==> config.mk <==
export PLATFORM = sky130hd
export DESIGN_NAME = control_unit_flat
export DESIGN_NICKNAME = d
export VERILOG_FILES = /design/src/rtl/control_if.sv /design/src/rtl/control_unit.sv /design/src/flat_wrapper.sv
export SDC_FILE = /design/constraint.sdc
export NUM_CORES = 1
export LEC_CHECK = 0
export ABC_AREA = 0
export CAP_MARGIN = 20
export CORE_ASPECT_RATIO = 0.9
export CORE_MARGIN = 2
export CORE_UTILIZATION = 40
export DETAILED_ROUTE_END_ITERATION = 12
export PLACE_DENSITY = 0.86
export SETUP_SLACK_MARGIN = 0.15
export SLEW_MARGIN = 20
export SYNTH_ARGS = -nofsm -noshare
export SYNTH_HDL_FRONTEND = slang
export SYNTH_SLANG_ARGS = --single-unit
export TNS_END_PERCENT = 50
==> constraint.sdc <==
create_clock -name Clock -period 3.1 [get_ports Clock]
set_input_delay 0.62 -clock Clock [delete_from_list [all_inputs] [get_ports Clock]]
set_output_delay 0.62 -clock Clock [all_outputs]
set_load 0.005 [all_outputs]
==> src/rtl/control_if.sv <==
// control_if: bundles the control unit's IR/Stop inputs and all datapath
// control strobes it produces.
//   master : control unit side (takes IR/Stop, drives strobes, Run, count)
//   slave  : datapath side (drives IR/Stop, takes strobes)
interface control_if;
  logic [31:0] IR;
  logic        Stop;
  logic        PCout, MARin, IncPC, Zin, PCin, Read, MDRin, MDRout;
  logic        IRin, Yin, ZLOout, Cout;
  logic [15:0] Rin;
  logic [15:0] Rout;
  logic [4:0]  alu_op;
  logic        Run;
  logic [15:0] instr_count;

  modport master (
    input  IR, Stop,
    output PCout, MARin, IncPC, Zin, PCin, Read, MDRin, MDRout,
           IRin, Yin, ZLOout, Cout, Rin, Rout, alu_op, Run, instr_count
  );

  modport slave (
    output IR, Stop,
    input  PCout, MARin, IncPC, Zin, PCin, Read, MDRin, MDRout,
           IRin, Yin, ZLOout, Cout, Rin, Rout, alu_op, Run, instr_count
  );
endinterface

==> src/rtl/control_unit.sv <==
// control_unit: hardwired fetch/execute sequencer for the register and
// immediate ALU subset. Moore outputs decoded from state plus IR.
//   Clock      : rising-edge clock
//   Reset      : asynchronous active-high reset
//   cu.IR      : instruction register (opcode[31:27] Ra[26:23] Rb[22:19] Rc[18:15])
//   cu.Stop    : halt request, taken only at an instruction boundary
//   cu.*       : datapath strobes, one-hot Rin/Rout, alu_op, Run, instr_count
module control_unit #(
  parameter int RESET_PC_WAIT = 1  // 1..4
) (
  input  logic      Clock,
  input  logic      Reset,
  control_if.master cu
);

  typedef enum logic [2:0] {
    S_RESET, S_T0, S_T1, S_T2, S_T3, S_T4, S_T5, S_HALTED
  } state_t;

  localparam logic [1:0] WAIT_LAST = 2'(RESET_PC_WAIT - 1);

  state_t      state_q, state_d;
  logic [1:0]  wait_q, wait_d;
  logic [15:0] cnt_q, cnt_d;

  logic [4:0] opcode;
  logic [3:0] ra, rb, rc;
  logic       is_rfmt, is_imm, is_halt;
  state_t     boundary;  // where an instruction boundary leads

  assign opcode  = cu.IR[31:27];
  assign ra      = cu.IR[26:23];
  assign rb      = cu.IR[22:19];
  assign rc      = cu.IR[18:15];
  assign is_rfmt = (opcode >= 5'b00011) && (opcode <= 5'b01011);
  assign is_imm  = (opcode >= 5'b01100) && (opcode <= 5'b01110);
  assign is_halt = (opcode == 5'b11011);
  assign boundary = cu.Stop ? S_HALTED : S_T0;

  always_ff @(posedge Clock or posedge Reset) begin
    if (Reset) begin
      state_q <= S_RESET;
      wait_q  <= '0;
      cnt_q   <= '0;
    end else begin
      state_q <= state_d;
      wait_q  <= wait_d;
      cnt_q   <= cnt_d;
    end
  end

  // next state and retire counter
  always_comb begin
    state_d = state_q;
    wait_d  = '0;
    cnt_d   = cnt_q;
    case (state_q)
      S_RESET: begin
        if (wait_q == WAIT_LAST) state_d = boundary;
        else                     wait_d  = wait_q + 2'd1;
      end
      S_T0: state_d = S_T1;
      S_T1: state_d = S_T2;
      S_T2: state_d = S_T3;
      S_T3: begin
        if (is_rfmt || is_imm) begin
          state_d = S_T4;
        end else begin
          // nop, halt and unknown opcodes retire here
          state_d = is_halt ? S_HALTED : boundary;
          cnt_d   = cnt_q + 16'd1;
        end
      end
      S_T4: state_d = S_T5;
      S_T5: begin
        state_d = boundary;
        cnt_d   = cnt_q + 16'd1;
      end
      S_HALTED: state_d = S_HALTED;
      default:  state_d = S_RESET;
    endcase
  end

  // Moore output decode; IR is stable from T3 onward
  always_comb begin
    cu.PCout  = 1'b0;
    cu.MARin  = 1'b0;
    cu.IncPC  = 1'b0;
    cu.Zin    = 1'b0;
    cu.PCin   = 1'b0;
    cu.Read   = 1'b0;
    cu.MDRin  = 1'b0;
    cu.MDRout = 1'b0;
    cu.IRin   = 1'b0;
    cu.Yin    = 1'b0;
    cu.ZLOout = 1'b0;
    cu.Cout   = 1'b0;
    cu.Rin    = '0;
    cu.Rout   = '0;
    cu.alu_op = '0;
    cu.Run    = (state_q != S_RESET) && (state_q != S_HALTED);
    case (state_q)
      S_T0: begin
        cu.PCout = 1'b1;
        cu.MARin = 1'b1;
        cu.IncPC = 1'b1;
        cu.Zin   = 1'b1;
      end
      S_T1: begin
        cu.ZLOout = 1'b1;
        cu.PCin   = 1'b1;
        cu.Read   = 1'b1;
        cu.MDRin  = 1'b1;
      end
      S_T2: begin
        cu.MDRout = 1'b1;
        cu.IRin   = 1'b1;
      end
      S_T3: begin
        if (is_rfmt || is_imm) begin
          cu.Rout = 16'h0001 << rb;
          cu.Yin  = 1'b1;
        end
      end
      S_T4: begin
        cu.Zin    = 1'b1;
        cu.alu_op = opcode;
        if (is_imm) cu.Cout = 1'b1;
        else        cu.Rout = 16'h0001 << rc;
      end
      S_T5: begin
        cu.ZLOout = 1'b1;
        cu.Rin    = 16'h0001 << ra;
      end
      default: ;
    endcase
  end

  assign cu.instr_count = cnt_q;

endmodule
==> src/flat_wrapper.sv <==
// flat-port wrapper written by rule: the top's interface ports become plain ports
module control_unit_flat 
#(
  parameter int RESET_PC_WAIT = 1         
)
  (Clock, Reset, cu_IR, cu_Stop, cu_PCout, cu_MARin, cu_IncPC, cu_Zin, cu_PCin, cu_Read, cu_MDRin, cu_MDRout, cu_IRin, cu_Yin, cu_ZLOout, cu_Cout, cu_Rin, cu_Rout, cu_alu_op, cu_Run, cu_instr_count);
  control_if cu_i ();
  input  logic Clock;
  input  logic Reset;
  input wire logic [$bits(cu_i.IR)-1:0] cu_IR;
  input wire logic [$bits(cu_i.Stop)-1:0] cu_Stop;
  output wire logic [$bits(cu_i.PCout)-1:0] cu_PCout;
  output wire logic [$bits(cu_i.MARin)-1:0] cu_MARin;
  output wire logic [$bits(cu_i.IncPC)-1:0] cu_IncPC;
  output wire logic [$bits(cu_i.Zin)-1:0] cu_Zin;
  output wire logic [$bits(cu_i.PCin)-1:0] cu_PCin;
  output wire logic [$bits(cu_i.Read)-1:0] cu_Read;
  output wire logic [$bits(cu_i.MDRin)-1:0] cu_MDRin;
  output wire logic [$bits(cu_i.MDRout)-1:0] cu_MDRout;
  output wire logic [$bits(cu_i.IRin)-1:0] cu_IRin;
  output wire logic [$bits(cu_i.Yin)-1:0] cu_Yin;
  output wire logic [$bits(cu_i.ZLOout)-1:0] cu_ZLOout;
  output wire logic [$bits(cu_i.Cout)-1:0] cu_Cout;
  output wire logic [$bits(cu_i.Rin)-1:0] cu_Rin;
  output wire logic [$bits(cu_i.Rout)-1:0] cu_Rout;
  output wire logic [$bits(cu_i.alu_op)-1:0] cu_alu_op;
  output wire logic [$bits(cu_i.Run)-1:0] cu_Run;
  output wire logic [$bits(cu_i.instr_count)-1:0] cu_instr_count;
  assign cu_i.IR = cu_IR;
  assign cu_i.Stop = cu_Stop;
  assign cu_PCout = cu_i.PCout;
  assign cu_MARin = cu_i.MARin;
  assign cu_IncPC = cu_i.IncPC;
  assign cu_Zin = cu_i.Zin;
  assign cu_PCin = cu_i.PCin;
  assign cu_Read = cu_i.Read;
  assign cu_MDRin = cu_i.MDRin;
  assign cu_MDRout = cu_i.MDRout;
  assign cu_IRin = cu_i.IRin;
  assign cu_Yin = cu_i.Yin;
  assign cu_ZLOout = cu_i.ZLOout;
  assign cu_Cout = cu_i.Cout;
  assign cu_Rin = cu_i.Rin;
  assign cu_Rout = cu_i.Rout;
  assign cu_alu_op = cu_i.alu_op;
  assign cu_Run = cu_i.Run;
  assign cu_instr_count = cu_i.instr_count;
  control_unit #(.RESET_PC_WAIT(RESET_PC_WAIT)) u_core (.Clock(Clock), .Reset(Reset), .cu(cu_i));
endmodule
Word level (Yosys, flattened, before mapping)
Cells that the tools add are included.
Storage, ports and cells
  logic and storage cells: 57
  input port bits: 35
  output and inout port bits: 66
  flip-flop bits (word level): 21
Operators by class
  reduce and logical (&&, ||, !) cells: 11
  $lt $le $gt $ge: 4
  multiplexer cells: 23
  eq/ne operators: 11
  shifts and indexed selects: 3
  add/subtract/negate cells: 2
Operators by type and width (number)
  $mux W16: 4
  $pmux W16 S2: 2
  $shl A1 B4 Y16 const A: 3
  $pmux W3 S8: 1
  $add A16 B1 Y16 const B: 1
  $eq A3 B3 Y1 const B: 4
  $mux W3: 4
  $le A5 B4 Y1 const B: 2
  $mux W1: 9
  $eq A3 B2 Y1 const B: 2
  $eq A5 B5 Y1 const B: 1
  $ge A5 B2 Y1 const B: 1
  $ge A5 B4 Y1 const B: 1
  $mux W5: 1
  $mux W2: 2
  $reduce_or A2 Y1: 2
  $eq A3 B1 Y1 const B: 1
  $logic_and A1 B1 Y1: 3
  $logic_not A3 Y1: 1
  $ne A3 B3 Y1 const B: 1
  $reduce_bool A3 Y1: 1
  $add A2 B1 Y2 const B: 1
  $logic_not A2 Y1: 1
  $ne A2 B1 Y1 const B: 1
  other kinds (4): 4

Logic depth before layout (Yosys ltp)
  depth in word-level cells: 5
  gate-level depth with buffers: 5
  mapped depth without buffers: 5

Worst setup path after synthesis
OpenSTA, ideal clock, no wires.
  path kind: input to output
  from: in cu_IR[27]
  to: out cu_Rout[10]
  arrival: 1665 ps
  cell stages on the path: 4
  path buffers: 0
  required time: 2480 ps
  setup slack: 815 ps
  path through: and4_4 > nor4b_4 > nor3b_4 > a32o_2
On the way
  cells in the longest elaborated chain, start to end: 5
  elaborated cells on any way between the ends: 10
  classes of those cells: order compare: 4; mux: 3; reduce/logical: 3
Ends and longest elaborated chain
  start: declaration: RTL line flat_wrapper.sv:10  | input wire logic [$bits(cu_i.IR)-1:0] cu_IR;
  $ge A5 B2 Y1, or another cell as far along: RTL line control_unit.sv:35  | assign is_rfmt = (opcode >= 5'b00011) && (opcode <= 5'b01011);
  $logic_and A1 B1 Y1 (on tied branches): RTL line control_unit.sv:35, control_unit.sv:36
  $logic_or A1 B1 Y1: RTL line control_unit.sv:120  | if (is_rfmt || is_imm) begin
  $mux W16: RTL line control_unit.sv:120
  $pmux W16 S2 *: RTL line control_unit.sv:102  | case (state_q)
  end: declaration: RTL line flat_wrapper.sv:25  | output wire logic [$bits(cu_i.Rout)-1:0] cu_Rout;
Every way passes the cells marked *; elsewhere a longest branch is shown, timed or not.

Worst setup path after layout
Ends and elaborated chain as after synthesis.

==> results.toml <==
[run_status]
outcome = "finished clean"

[setup_path]
startpoint_type = "primary input"
end_kind = "output port"
required_worst_endpoint_ps = 2480
setup.worst_path.start = "cu_IR[27]"
worstPathArrival_ps = 2410
rr_startpoint = "u_core.state_q[0]$_DFFE_PP0P_"
timing_worst_setup_path_type = "primary input to output port"
critical_path.max_fanout = 6

[layout]
final_net_count = 330
instances_no_fill = 337
area.growth.synth_to_final_pct = 66.28
insertedDiodeCount = 0
post_route_cells_drive_above_1_share_pct = 14.78
postLayoutCellArea_sq_um = 2684

[grt]
grt_most_used_layer = "met2"
antenna_found_initial = 0
groute.usage.overall_pct = 20.89
gr-total-overflow = 0
met3_usage_pct = 3.943
maximum_number_of_pins_on_one_net_before_global_route_repair = 22
number_of_global_route_vias_before_repair = 1678
first_pass_grt_wire_length_um = 7838
grt_util_met2_pct = 34.00
grt_use_met1_pct = 28.99

[yosys]
synth.most_common_cell = "nor2_1"
synth.cell_area_sq_um = 1614
seq_area_frac_synth_pct = 32.56
post_synth_inst_count = 193
synth.avg_cell_area_sq_um = 8.363
ys_async_sr_fraction_pct = 100.0
synth-edff-count = 0
synth_top_flop_cell = "dfrtp_1"
ys.warnings.count = 0
netlist_top_cells_count = "nor2_1, dfrtp_1, nand2_1"
synth_largest_type_area_fraction_pct = 32.56
synth_area_leader_cell = "dfrtp_1"
yosys_register_bits = 21
yosysUniqueCellTypes = 42
synthesis.nets = 231
synth_top_cells_by_area = "dfrtp_1, nor2_1, xnor2_1"

[route]
wirelength_um = 5198
drtAntennaViolNets = 0
drt-wirelength-per-cell_um = 15.42
detailroute.via_count = 1900
drt_drc_violations_left = 0
via_per_inst = 5.638
detail_route.first_pass.iterations = 5
detail_route.iter0.violations = 149

[sta]
timing.final.setup_violations = 0
final.setup.worst_slack_ps = 65.40
period_needed_ps = 3035
rsz_0062_raised_after_global_routing = "true"
timing.final.max_slew_violations = 0
max_slew.worst_pin.slew_ps = 764.7
hold_violations = 0
worst_clock_skew_ps = 5.266
post-route-period-util_pct = 97.89
max_slew_margin_pct = 48.96
achievable-frequency_mhz = 329.5

[power_and_ir_drop]
power.combinational.fraction_pct = 48.5
power_density_nw_per_um2 = 447.7
leakagePower_nw = 1.156
irDropWorstVdd_v = 0.0004784
p_int_w = 0.0007646
net-switching-power_w = 0.0004369
share_clk_of_total_power_pct = 14.8
switching_share_pct = 36.36
seq_power_share_pct = 36.7

[place]
dpl.hpwl_um = 3761
post-place-cells = 326
gpl.final_weighted_congestion = 0.9361
placement.cell_area_sq_um = 2550
numPortBuffers = 85
detailedPlace.worstSlack_ps = -232.0

[clocking]
worstSkewPairLatency_ps = 260
holdBufCountCts = 0
clockRootBuffer = "clkbuf_8"
clk_pin_slew_ps = 80
cts-root-to-sink-buffers = 2
cts.sink_count = 21
depth_of_the_cts_h_tree = 1
cts_tree = "yes"
cts-buffers-inserted = 3

[job]
drv_cap = 0

[die]
fp.coreArea_sq_um = 3784
die_h_um = 64.26
floorplan.die_area_sq_um = 4560
dieWidth_um = 70.96
io-pin-count = 101
placement_rows = 21
initial_core_util_pct = 42.66

[hold_path]
worstHoldPathType = "flop to flop"
timing.hold.worst.start = "u_core.cu.instr_count[15]$_DFFE_PP0P_"
state kept, by name (all words and copies together), names as in the netlist:
register               count
u_core.state_q             3
u_core.cu.instr_count     16
u_core.wait_q              2
path summary, 6_finish.rpt:
kind	to	slack, ps	cells past startpoint
worst min-delay path	u_core.cu.instr_count[15]$_DFFE_PP0P_	480	1
worst max register to register	u_core.cu.instr_count[15]$_DFFE_PP0P_	1460	4
min in group asynchronous	u_core.cu.instr_count[9]$_DFFE_PP0P_	800	2
worst max-delay path	cu_Rout[10]	70	7
max in group asynchronous	u_core.state_q[2]$_DFFE_PP0P_	1770	2
worst min register to register	u_core.cu.instr_count[15]$_DFFE_PP0P_	480	1
cell families after synthesis:
family / Yosys count / synth area share [%]
AO/OA/AOI/OAI: 29 / 12.87
XOR/XNOR: 15 / 8.139
adder cells (fa/ha/maj): 3 / 2.326
buffers and inverters: 17 / 5.272
flip-flops: 21 / 32.56
multiplexers: 1 / 0.6976
AND/OR/NAND/NOR: 107 / 38.14
metal layers:
metal,vias to the layer above,wire length (um)
li1,901,-
met3,10,372
met1,895,2232
met4,0,98
met2,94,2493
met5,-,0
power by group through the flow:
stage	combinational (W)	clock (W)	sequential (W)
floorplan	0.000296	0	0.000407
global placement	0.000559	0	0.000439
detailed placement	0.000571	0	0.000440
CTS	0.000576	0.000180	0.000436
global route	0.000632	0.000199	0.000456
finish	0.000583	0.000178	0.000441
metrics by stage:
stage / util (%) / setup TNS (ps) / total power [W] / hold slack (ps)
after floorplan: - / 0 / 0.0007037 / 468.3
after global routing: 70.93 / 0 / 0.001286 / 514.1
after global placement: 67.39 / -2273 / 0.0009976 / 465.7
after CTS: 69.44 / 0 / 0.001192 / 487.2
final: 70.93 / 0 / 0.001202 / 476.8
after detailed placement: 67.39 / -2790 / 0.001011 / 472.5
cell usage in the layout (no fill, tap or decap), types with 2 or more instances in the layout:
cell             instances
xnor2_1                 10
and2_1                   3
buf_4                   18
and3_1                   7
a31oi_1                  2
clkbuf_8                 3
nand2_1                 15
dlygate4sd2_1           13
nand3_1                  3
dfrtp_2                  2
nand4_1                 11
nand3b_1                 5
dlymetal6s2s_1           4
or2_2                    2
nand2b_1                 5
clkdlybuf4s50_1         67
nor2_1                  24
dfrtp_1                 19
o22ai_1                 10
o21ai_0                  2
ha_1                     3
a31o_2                   2
nand4b_1                 4
o22ai_2                  3
nor3_1                  12
inv_1                    8
nor2b_1                  5
a32o_1                   2
xor2_1                   5
worst max-delay path: stages:
cell and delay, ps:
dlygate4sd2_1 270, buf_4 150, nand2_1 80, nand4b_1 240, and4bb_2 370, a32o_2 220
clkdlybuf4s50_1 450
area by class of cell:
cell class	instances	area, sq um
Fill cell	284	1100
Multi-Input combinational cell	155	1042
Timing Repair Buffer	103	979.7
Sequential cell	21	528.0
Tap cell	46	57.56
Clock buffer	3	41.29
Inverter	8	30.03
Clock inverter	1	5.005
repair_timing:
| item | in CTS | in global routing |
|---|---|---|
| setup buffers | 4 | 3 |
| endpoints found under the setup margin | 18 | 11 |
| pin swaps | 7 | 3 |
| resized for setup | 18 | 10 |
| hold endpoints to repair | 0 | 0 |
No activity file was read; power rests on OpenSTA's default activity.
